[src/rtl/cache_control.sv]
// Sequencing controller for a 2-way set-associative L1 cache: hit service, dirty-victim
// writeback, line refill, datapath load/select generation and saturating hit/miss counters.
module cache_control #(
  parameter int unsigned CNT_W = 16
) (
  input  logic             clk,
  input  logic             reset,
  input  logic             mem_read,
  input  logic             mem_write,
  input  logic             ishit0,
  input  logic             ishit1,
  input  logic             lru_out,
  input  logic             dirty0_out,
  input  logic             dirty1_out,
  input  logic             pmem_resp,
  output logic             mem_resp,
  output logic             pmem_read,
  output logic             pmem_write,
  output logic             pmem_addr_sel,
  output logic             datain_sel,
  output logic             load_way0,
  output logic             load_way1,
  output logic             dirty_in,
  output logic             load_lru,
  output logic             lru_in,
  output logic [CNT_W-1:0] hit_count,
  output logic [CNT_W-1:0] miss_count
);

  typedef enum logic [1:0] {StIdle, StWriteback, StAllocate} state_e;

  state_e           state_q, state_d;
  logic             refill_q, refill_d;
  logic [CNT_W-1:0] hit_q, hit_d;
  logic [CNT_W-1:0] miss_q, miss_d;

  logic req;
  logic is_write;
  logic hit;
  logic hit_way1;
  logic victim_dirty;
  logic miss_start;

  assign req          = mem_read | mem_write;
  assign is_write     = mem_write;
  assign hit          = ishit0 | ishit1;
  // Way0 wins when both ways report a hit.
  assign hit_way1     = ~ishit0;
  assign victim_dirty = lru_out ? dirty1_out : dirty0_out;

  always_comb begin
    state_d       = state_q;
    miss_start    = 1'b0;
    mem_resp      = 1'b0;
    pmem_read     = 1'b0;
    pmem_write    = 1'b0;
    pmem_addr_sel = 1'b0;
    datain_sel    = 1'b0;
    load_way0     = 1'b0;
    load_way1     = 1'b0;
    dirty_in      = 1'b0;
    load_lru      = 1'b0;
    lru_in        = 1'b0;

    case (state_q)
      StIdle: begin
        if (req) begin
          if (hit) begin
            mem_resp = 1'b1;
            load_lru = 1'b1;
            lru_in   = ~hit_way1;
            if (is_write) begin
              load_way0 = ~hit_way1;
              load_way1 = hit_way1;
              dirty_in  = 1'b1;
            end
          end else begin
            miss_start = 1'b1;
            state_d    = victim_dirty ? StWriteback : StAllocate;
          end
        end
      end
      StWriteback: begin
        pmem_write    = 1'b1;
        pmem_addr_sel = 1'b1;
        if (pmem_resp) state_d = StAllocate;
      end
      StAllocate: begin
        pmem_read = 1'b1;
        if (pmem_resp) begin
          load_way0  = ~lru_out;
          load_way1  = lru_out;
          datain_sel = 1'b1;
          state_d    = StIdle;
        end
      end
      default: state_d = StIdle;
    endcase
  end

  // The refill flag keeps the post-refill re-check from being counted as a hit.
  always_comb begin
    refill_d = refill_q;
    if (mem_resp) begin
      refill_d = 1'b0;
    end else if (state_q == StAllocate && pmem_resp) begin
      refill_d = 1'b1;
    end

    hit_d = hit_q;
    if (mem_resp && !refill_q && hit_q != '1) hit_d = hit_q + CNT_W'(1);

    miss_d = miss_q;
    if (miss_start && miss_q != '1) miss_d = miss_q + CNT_W'(1);
  end

  always_ff @(posedge clk) begin
    if (reset) begin
      state_q  <= StIdle;
      refill_q <= 1'b0;
      hit_q    <= '0;
      miss_q   <= '0;
    end else begin
      state_q  <= state_d;
      refill_q <= refill_d;
      hit_q    <= hit_d;
      miss_q   <= miss_d;
    end
  end

  assign hit_count  = hit_q;
  assign miss_count = miss_q;

endmodule

[config.mk]
export PLATFORM = sky130hd
export DESIGN_NAME = cache_control
export DESIGN_NICKNAME = d
export VERILOG_FILES = /design/src/rtl/cache_control.sv
export SDC_FILE = /design/constraint.sdc
export NUM_CORES = 1
export LEC_CHECK = 0
export CORE_MARGIN = 2
export CORE_UTILIZATION = 50
export CTS_CLUSTER_SIZE = 28
export DETAILED_ROUTE_END_ITERATION = 12
export PLACE_DENSITY_LB_ADDON = 0.08
export SYNTH_ARGS = -nofsm -noshare
export SYNTH_HDL_FRONTEND = slang
export SYNTH_SLANG_ARGS = --single-unit
[constraint.sdc]
create_clock -name clk -period 4.29 [get_ports clk]
set_clock_uncertainty 0.1 [all_clocks]
set_input_delay 0.858 -clock clk [delete_from_list [all_inputs] [get_ports clk]]
set_output_delay 0.858 -clock clk [all_outputs]
set_load 0.005 [all_outputs]
Word-level counts from Yosys, hierarchy flattened
Cells that the tools add are included.
- memories kept: 0
- word-level logic and storage cells: 60
- latch bits: 0
- flip-flop bits (word level): 35
- bits of input ports: 10
- RAM bits: 0
- output and inout port bits: 42
- bits in read-only memories: 0
- eq/ne operators: 8
- reductions and logical operators: 8
- div/mod/pow operators: 0
- multipliers: 0
- shift operators: 0
- $lt $le $gt $ge: 0
- mux-type cells: 34
- add/subtract/negate cells: 2
- bitwise operators: 4
- operator list (cell ; number):
    adder 16 x 1 -> 16 bit, second input constant ; 2
    inequality test 16 bit, second input constant ; 2
    2-to-1 mux 1 bit ; 26
    2-to-1 mux 2 bit ; 5
    inequality test 2 bit, second input constant ; 4
    case mux 2 bit (3 select lines) ; 1
    logical AND 1 bit ; 4
    case mux 1 bit (2 select lines) ; 2
    AND reduction 4 bit ; 1
    == test 2 x 1 -> 1 bit, second input constant ; 1
    == test 2 bit, second input constant ; 1
    zero test 2 bit ; 1
    inverter 1 bit ; 2
    OR 1 bit ; 2
    OR reduction 2 bit ; 1
    zero test 1 bit ; 1

Depth between registers and ports, before layout
- depth after elaboration: 6
- gate-level depth with buffers: 7
- gate-level depth less buffers: 6

Worst setup path before layout
OpenSTA, ideal clock, no wires.
- path type: input to output
- start point: in ishit1
- end point: out load_way1
- slack: 1.820 ns
- required time: 3.332 ns
- data arrival time: 1.512 ns
- stages on the path: 3
- path buffers: 0
- path through: or2_2 -> and3_1 -> a22o_1
- cells in the longest elaborated chain, start to end: 4
- ends and longest elaborated chain (what ; RTL line ; text):
    start: declaration ; 11 ; input logic ishit1,
    OR 1 bit ; 46 ; assign hit = ishit0 | ishit1;
    2-to-1 mux 1 bit ; 68 ; if (hit) begin
    2-to-1 mux 1 bit ; 67 ; if (req) begin
    case mux 1 bit (2 select lines) ; 65 ; case (state_q)
    end: declaration ; 22 ; output logic load_way1,
No other way between the ends.

Worst setup path in the final report
- start point: in ishit0
- end point: out load_way1
- cells in the longest elaborated chain, start to end: 5
- elaborated cells between the ends (all ways): 6
- classes of those cells: mux: 4; bitwise: 2
- ends and longest elaborated chain (what ; RTL line ; text):
    start: declaration ; 10 ; input logic ishit0,
    inverter 1 bit ; 48 ; assign hit_way1 = ~ishit0;
    2-to-1 mux 1 bit ; 72 ; if (is_write) begin
    2-to-1 mux 1 bit (*) ; 68 ;
    2-to-1 mux 1 bit (*) ; 67 ;
    case mux 1 bit (2 select lines) (*) ; 65 ;
Mark *: on every way between the ends. The rest lies on a longest branch, timed or not.

==> results by group <==
Timing
  – Final Slew Violations: 0
  – Post-route clock period utilization: 79.32%
  – Slew margin rel.: 25.37%
  – RSZ-0062 raised after global routing: false
  – Worst-Margin Slew: between 1 and 1.5 ns
  – Fmax: 293.9 MHz
  – Final setup violation count: 0
  – Final Hold Fails: 0
  – Min Hold Slack: 0.3994 ns
  – Min Tclk post-route: 3.403 ns
  – Final TNS setup: 0 ns

Clocking
  – H-tree Lvls: 2
  – CTS Buf Count: 5
  – Cts hold-fix bufs: 0
  – Clk slew on worst S/H paths: 0.10 ns
  – Post-CTS sizing: 0
  – Clock Tree Root: clkbuf_4
  – Num Clock Sinks: 35
  – Setup bufs post-CTS: 0
  – Worst-Skew Late Latency: 0.35 ns
  – Clock Path Buffers: 2
  – CTS tree: built

Setup path
  – Req. time, crit path: 3.33 ns
  – Crit-path cells: clkdlybuf4s50_1, or2_2, and3_1, a22o_1, clkdlybuf4s50_1
  – CP top delay family: buffers and inverters
  – Worst path max stage delay: between 0.4 and 0.5 ns
  – Worst setup EP type: output port
  – Critical path's slowest cell: clkdlybuf4s50_1
  – CP dominant cell by count: clkdlybuf4s50_1
  – CP Class: in2out
  – R2r setup slk: 1.79 ns
  – CP Buf/Inv Count: 2
  – Setup crit start kind: input port
  – Maximum fanout along the worst path: 5
  – Critical Path AT: 2.44 ns

Yosys
  – Biggest area consumer among synthesized cells: dfxtp_1
  – Top cell type's share of synthesized area: 38.59%
  – Syn Nets: 236
  – Sequential element share of the synthesized area: 38.59%
  – Syn Inst Count: between 200 and 250
  – Synth unique cells: 40
  – Area contributors post-synth: dfxtp_1 39%, nor2_1 7.4%, xnor2_1 6.8%, nor3_1 6.1%, nand4_1 4.1%
  – Synthesized area per cell: 8.105 µm²
  – Mapped cell area: ~1800 µm²
  – Ys Warns: 0
  – Number of synthesized register bits: 35

Cells and area
  – Area Growth Syn to Fin: 33.56%
  – Diode count: 0
  – Layout cells sized above 1: about 5.4%
  – Layout fillers: 289
  – Multi-input gate area: roughly 1000 µm²
  – Register Area: 700.7 µm²
  – Fin nets: ~290

Global routing
  – First-pass GRT wire length: 6962 µm
  – Antenna violations before repair: 0
  – Pin count of the biggest net entering global routing: 32
  – Vias in the first global route: 1526
  – Grt ovf: 0
  – GRT Overall Usage: 21.42%

Power
  – Worst vdd ir: between 200 and 300 µV
  – Pwr Total: approximately 0.67 mW
  – Leak: around 0.77 nW
  – Power density over cell area: around 280 nW/µm²

Floorplanning
  – Row Count: 21
  – Initial Util: ~53%
  – I/O pin cnt: 52
  – Die Wd: 64.26 µm
  – Die H: about 64 µm
  – Core ar.: 3416 µm²
  – Die area: 4129 µm²

Drt
  – Final ANT Viol Nets: 0
  – DRC viols: 0
  – DRT Wirelength: 4151 µm
  – Starting DRT DRC Count: 87
  – Vias per Instance: 5.565
  – Wire length per cell: ~13 µm
  – Vias: 1792
  – 1st-pass router iterations: 4

Place
  – PortBufs: 51
  – Hpwl dp: ~3000 µm
  – Placer congestion estimate: roughly 0.83

Flow run
  – Max cap viols: 0

Run status
  – Status: complete, no violations

Worst hold path
  – Hold WC Path Type: reg2reg
## synth_stat cells
cell / number
nor2_1: 36
dfxtp_1: 35
nor3_1: 22
nand2_1: 16
xnor2_1: 14
nand4_1: 12
nor4_1: 11
nand3_1: 9
a31oi_1: 5
nor2b_1: 5
o21ai_0: 5
and3_1: 4
inv_1: 4
mux2i_1: 4
a21oi_1: 3
clkbuf_1: 3
o21bai_1: 3
or2_2: 3
or3_1: 3
xor2_1: 3
buf_4: 2
buf_6: 2
ha_1: 2
nand3b_1: 2
a2111oi_0: 1
a211oi_1: 1
a22o_1: 1
a311oi_1: 1
and2_1: 1
and4_1: 1
and4b_1: 1
buf_1: 1
mux2_1: 1
mux2_2: 1
nand4b_1: 1
nor4b_1: 1
nor4bb_1: 1
or2_4: 1
or4_1: 1
or4_4: 1
## power by group
group	internal, mW	total, mW	switching (mW)	leakage, nW
clock	0.138	0.253	0.115	0.0482
sequential	0.331	0.340	0.00945	0.283
combinational	0.0430	0.0746	0.0315	0.440
## final timing paths
check / startpoint / to / cells past startpoint
hold / removal: refill_q$_SDFFE_PP0P_ / refill_q$_SDFFE_PP0P_ / 2
hold reg to reg: refill_q$_SDFFE_PP0P_ / refill_q$_SDFFE_PP0P_ / 2
setup / recovery: ishit0 / load_way1 / 5
setup reg to reg: hit_count[0]$_SDFFE_PP0P_ / hit_count[3]$_SDFFE_PP0P_ / 6
## tightest hold or removal path, delay by kind of cell, from the launching register on
kind / cells / cell delay [ns]
flip-flops: 1 / 0.32
AND/OR/NAND/NOR: 2 / 0.15
## registers in the layout, indices dropped and copies added (netlist names)
name and cells:
refill_q 1, miss_count 16, state_q 2, hit_count 16
## stage by stage
step / setup WS (ns) / utilization [%] / cells / instance area, µm²
after floorplan: 1.820 / - / 224 / 1815
after global routing: 0.8424 / 70.99 / 322 / 2425
after global placement: 0.9229 / 68.46 / 314 / 2338
after detailed placement: 0.8991 / 68.46 / 314 / 2338
final: 0.8874 / 70.99 / 322 / 2425
after CTS: 0.8912 / 70.99 / 322 / 2425
## layer usage
metal	GRT usage (%)	routed length (µm)	share of wire (%)	vias to the layer above
li1	-	-	-	918
met1	28.09	1946	47	802
met2	32.68	1881	45	61
met3	6.866	212	5.1	11
met4	8.245	110	2.6	0
met5	0	0	0	-
## area by class of cell
cell class	instances	area share, %
clock buffers	6	2.116
clock inverters	2	1.445
inverters	4	0.6192
multi-input cells	177	43.19
flip-flops and latches	35	28.90
well taps	46	2.374
repair buffers	52	21.36
## cell families (layout without fill, tap and decap cells)
family / after synthesis / in the layout / synth area share [%]
compound gates: 20 / 20 / 7.030
xor+xnor: 17 / 17 / 8.202
fa+ha+maj: 2 / 2 / 1.378
buf+inv: 12 / 64 / 3.721
flops: 35 / 35 / 38.59
mux: 6 / 6 / 3.446
simple gates: 132 / 132 / 37.63
## placed cells by master, fill, tap and decap left out, drive strengths merged, types with 2 or more instances in the layout
master / instances
nand2: 16
dfxtp: 35
nor2b: 5
mux2: 2
clkdlybuf4s50: 51
ha: 2
o21bai: 3
nand4: 12
xor2: 3
nor2: 36
nand3: 9
inv: 4
and3: 4
a21oi: 3
nor4: 11
or3: 3
or2: 4
o21ai: 5
clkbuf: 6
xnor2: 14
a31oi: 5
or4: 2
mux2i: 4
nand3b: 2
nor3: 22
(Power assumes the default switching activity.)
